--- src/rtl/demux_sel_sequencer.sv ---
// demux_sel_sequencer: round-robin channel select and data sequencer feeding a 1x4 demux
module demux_sel_sequencer #(
  parameter int DWELL = 4
) (
  input  logic       clk,
  input  logic       rst,
  input  logic       en,
  input  logic [3:0] ch_mask,
  input  logic       in_valid,
  input  logic       in_data,
  output logic       in_ready,
  output logic       din,
  output logic [1:0] s,
  output logic       out_valid,
  output logic       frame_done,
  output logic       busy
);
  localparam int CW = $clog2(DWELL + 1);
  typedef enum logic [1:0] {IDLE, SEEK, DW} state_t;
  state_t state, state_n;
  logic [1:0] ptr, k, n;
  logic [CW-1:0] beat_cnt;
  logic acc, last, fd_n;
  function automatic logic [1:0] first_set(input logic [3:0] m, input logic [1:0] st);
    logic [1:0] r;
    r = st;
    for (int i = 3; i >= 0; i--) if (m[st + 2'(i)]) r = st + 2'(i);
    return r;
  endfunction
  assign in_ready = state == DW;
  assign busy = state != IDLE;
  // next state, beat acceptance and end-of-frame detection
  always_comb begin
    acc = in_valid & in_ready;
    last = acc && beat_cnt == CW'(DWELL - 1);
    k = first_set(ch_mask, ptr);
    n = first_set(ch_mask, s + 2'd1);
    fd_n = last && (ch_mask == 4'd0 || n <= s);
    state_n = state == IDLE ? ((en && |ch_mask) ? SEEK : IDLE) :
              state == SEEK ? (|ch_mask ? DW : IDLE) :
              last ? (en ? SEEK : IDLE) : DW;
  end
  // state, select, data and pulse registers
  always_ff @(posedge clk) begin
    if (rst) begin
      state <= IDLE;
      ptr <= '0;
      s <= '0;
      din <= 1'b0;
      beat_cnt <= '0;
      out_valid <= 1'b0;
      frame_done <= 1'b0;
    end else begin
      state <= state_n;
      out_valid <= acc;
      frame_done <= fd_n;
      if (acc) begin
        din <= in_data;
        beat_cnt <= beat_cnt + CW'(1);
      end
      if (last) ptr <= s + 2'd1;
      if (state == SEEK && |ch_mask) begin
        s <= k;
        beat_cnt <= '0;
      end
    end
  end
endmodule

--- config.mk ---
export PLATFORM = sky130hd
export DESIGN_NAME = demux_sel_sequencer
export DESIGN_NICKNAME = d
export VERILOG_FILES = /design/src/rtl/demux_sel_sequencer.sv
export SDC_FILE = /design/constraint.sdc
export NUM_CORES = 1
export LEC_CHECK = 0
export CORE_MARGIN = 2
export CORE_UTILIZATION = 35
export DETAILED_ROUTE_END_ITERATION = 10
export PLACE_DENSITY = 0.69
export SYNTH_ARGS = -nofsm -noshare
export SYNTH_HDL_FRONTEND = slang
export SYNTH_SLANG_ARGS = --single-unit
--- constraint.sdc ---
create_clock -name clk -period 2.05 [get_ports clk]
set_input_delay 0.5125 -clock clk [delete_from_list [all_inputs] [get_ports clk]]
set_output_delay 0.5125 -clock clk [all_outputs]
set_load 0.01 [all_outputs]
Word-level counts from Yosys, hierarchy flattened

Index checks and enable logic that the tools add are counted.

Add/subtract/negate cells: 8
Magnitude comparators: 9
Eq/ne operators: 3
Multiplexer cells: 30
Bitwise gates (word level): 1
Reduce and logical (&&, ||, !) cells: 10

Operators with widths:

| kind                | count |
|---|---|
| $lt 2x3->1 const B  | 8 |
| $mux 2              | 12 |
| $bmux 1 s2          | 8 |
| $mux 1              | 10 |
| $add 2x2->2 const B | 4 |
| $add 2x1->2 const B | 3 |
| $logic_and 1x1->1   | 4 |
| $logic_not 4->1     | 1 |
| $reduce_or 4->1     | 1 |
| $add 3x1->3 const B | 1 |
| $eq 3x2->1 const B  | 1 |
| $eq 2x1->1 const B  | 1 |
| $eq 2x2->1 const B  | 1 |
| $le 2x2->1          | 1 |
| $logic_not 2->1     | 1 |
| $reduce_bool 2->1   | 1 |
| $reduce_or 2->1     | 1 |
| $and 1x1->1         | 1 |
| $logic_or 1x1->1    | 1 |

Register bits after elaboration: 12
Logic and storage cells: 68

Longest topological paths before layout

Depth in word-level cells: 11
Gate-level depth with buffers: 8
Depth with buffers taken out: 8

Worst setup path after synthesis

No wires, ideal clock.

Path type: input to register
Start: input port ch_mask[0]
End: register frame_done
Arrival time: 1.460 ns
Data required time: 1.919 ns
Setup slack: 0.459 ns
Cell stages on the path: 7
Cells stage by stage: buf_6 > o22ai_1 > o21ai_0 > a21oi_1 > ha_1 > a211oi_1 > nor3_1

Cells in the longest elaborated chain, start to end: 9
Elaborated cells on any way between the ends: 16
Those cells by class: order compare (1); mux (12); reduce/logical (3)

Ends and longest elaborated chain:

| element                      | RTL line | text |
|---|---|---|
| start: declaration           | 8        | `input logic [3:0] ch_mask,` |
| $bmux 1 s2                   | 27       | `for (int i = 3; i >= 0; i--) if (m[st + 2'(i)]) r = st + 2'(i);` |
| $mux 1 (not written as such) | 27       |  |
| $mux 2 (4 in series)         | 27       |  |
| $le 2x2->1                   | 38       | `fd_n = last && (ch_mask == 4'd0 \|\| n <= s);` |
| $logic_or 1x1->1 (*)         | 38       |  |
| $logic_and 1x1->1 (*)        | 38       |  |
| end signal: assignment       | 56       | `frame_done <= fd_n;` |
| end: declaration             | 15       | `output logic frame_done,` |

Every way passes the cells marked *; elsewhere a longest branch is shown, timed or not. The select of a mux whose other input is x is not followed.
A chain may end at the register's enable or synchronous reset.

Final worst setup path

Start: register state[1]
End: output port busy

Cells in the longest elaborated chain, start to end: 1

Ends and longest elaborated chain:

| element                  | RTL line | text |
|---|---|---|
| start: declaration       | 20       | `state_t state, state_n;` |
| start signal: assignment | 54       | `state <= state_n;` |
| $reduce_bool 2->1        | 31       | `assign busy = state != IDLE;` |
| end: declaration         | 16       | `output logic busy` |

Every way passes these cells.

==> metrics <==
status=complete, no violations; via density per instance=5.03; Gate Count Post-Synth=79; Unique masters post-synth=29; routed length on met3=roughly 110 um; Pwr per Cell Area=between 500 and 600 mW/mm^2; DRC errors left=0; CP endpoint kind=output port; Synth Net Count=92; required time worst endpoint=1.54 ns; Hold-fix buffers, CTS=0; P&R area growth vs syn=43.3%; antenna violations before repair=0; Fin Clk Skew=around 0.0027 ns; DP HPWL=about 1200 um; Die Width=48.2 um; worst hold path type=reg2reg; Synth top area share=between 30% and 40%; Nets=roughly 120; Fmax=around 520 MHz; starting density of the core=a little under two fifths; Synth Warn #=0; layout cells sized above 1=19.6%; multi-input logic area=just over 400 sq um; #FFs+latches synth=12; Top Metal Used=met4; num ports=16; Detail Route Antenna Nets=0; Root Buffer=clkbuf_4; Filler cells=approximately 170; Finished Cell Area=approximately 980 sq um; first-pass GRT wire length=about 2600 um; Arrival @ worst endpoint=1.40 ns; synthesized area per cell=slightly below 9 sq um; Max Cap Viol=0; final setup fails=0; final setup margin=around 0.14 ns; RSZ-0062 raised after global routing=no; GR Overflow Total=0; GR Util All Layers=roughly 17%; clock sink count=12; Seq/Total Area, Yosys=a little over a third; RePlAce Congestion=slightly above 0.8; crit-path max FO=5; worst IR drop on VDD=262 uV; minimum clock period=between 1.5 and 2 ns; Routed WL=approximately 1600 um; row cnt=15; TritonCTS buffer count=3; Rel. slew slack=around four fifths; Core Area=about 0.0018 sq mm; router iterations before antenna repair=4; commonest non-fill, non-tap cells in the layout=clkdlybuf4s50_1 (15), buf_4 (13), dfxtp_1 (12); hold violation total from the final report=0; ranking of synthesized cells by area=dfxtp_1 (35%), ha_1 (7.3%), a211oi_1 (5.5%); Clock Pin Slew Worst Setup and Hold Paths=roughly 0.07 ns; Post-Syn Area=~680 sq um; placed cell area=about 940 sq um; Worst setup SP type=flop; most common cell after layout, fill and taps aside=clkdlybuf4s50_1; Crit Path Class=reg2out; Die Ht=slightly below 50 um; met2 wire len=between 700 and 800 um; area leader, netlist=dfxtp_1; Final Slew Violations=0; P_leak=0.382 nW; number of diodes=0; FF+latch area=roughly 240 sq um; number of global-route vias before repair=around 600; CTS Buffer Depth=2; H-tree levels=1; CTS tree=yes; Buffers on Ports=15; slew at the pin closest to its max-slew limit=~0.32 ns; drt wl/cell=between 10 and 15 um; worst slack, placed=-0.135 ns; initial drt markers=14; Clk Latency, worst-skew pair=0.27 ns; via count=roughly 660; setup TNS=0 ns; largest net degree at the start of global routing=10; Final Cycle Share=93.2%; post-route met1 wirelength=696 um; total power=0.000549 W; die area=0.00233 sq mm
## registers in the layout, indices dropped and copies added (netlist names)
name and flops:
s 2, beat_cnt 3, frame_done 1, state 2, out_valid 1, ptr 2, din 1
## path summary, 6_finish.rpt
check	start	to	slack [ns]	cells past startpoint
min reg2reg	beat_cnt[2]	beat_cnt[2]	0.50	2
max	state[1]	busy	0.14	2
max reg2reg	s[0]	frame_done	0.49	6
min	beat_cnt[2]	beat_cnt[2]	0.50	2
## routing by layer
metal | track usage (%) | up-vias
li1 | - | 341
met1 | 19.6 | 296
met2 | 27.6 | 23
met3 | 7.78 | 4
met4 | 5.95 | 0
met5 | 0 | -
## power by group
part / total (W) / leakage, nW / internal, W / switching [W]
clock: 0.000186 / 0.0210 / 0.000108 / 0.0000780
combinational: 0.000117 / 0.263 / 0.0000655 / 0.0000512
sequential: 0.000247 / 0.0972 / 0.000240 / 0.00000682
## per-stage QoR
stage          hold slack (ns)  utilization (%)  std cells
4_1_cts                  0.512             54.7        132
2_1_floorplan            0.481                -         79
3_5_place_dp             0.502             52.7        128
5_1_grt                  0.555             55.0        132
3_3_place_gp             0.478             52.7        128
6_report                 0.503             55.0        132
## area by class of cell
type	instances	share of cell area (%)
multi-input combinational	57	41.1
timing repair buffer	28	25.3
sequential	12	24.5
clock buffer	4	3.70
tap	25	3.19
inverter	6	2.30
## worst max-delay path, stage by stage, from the launching register on
cell and delay (ns):
dfxtp_1 0.34, or2_2 0.31, clkdlybuf4s50_1 0.48
## logic make-up (layout without fill, tap and decap cells)
family	count (synthesis)	in the layout	synth area share (%)
AND/OR/NAND/NOR	27	27	23.4
multiplexers	3	3	4.39
buffers and inverters	10	38	6.76
flip-flops	12	12	35.1
XOR/XNOR	2	2	2.56
AO/OA/AOI/OAI	21	21	20.5
adder cells (fa/ha/maj)	4	4	7.31
## cell usage after synthesis, drive strengths merged
library cell / number
nand2: 3
or3b: 1
buf: 2
or2: 1
mux2i: 3
o41ai: 1
o221ai: 2
a31oi: 1
nor4: 1
nand3: 1
dfxtp: 12
nand2b: 2
nor2: 8
a211oi: 5
o21ai: 4
xnor2: 2
and2: 1
ha: 4
o32ai: 1
and3b: 2
inv: 6
a21oi: 5
nor2b: 3
a2111oi: 1
nor3: 4
o22ai: 1
clkbuf: 2
## repair_timing
item / CTS / global route
setup endpoints to repair: 0 / 1
buffers inserted: 0 / 0
resized for setup: 0 / 1
(Power assumes the default switching activity.)
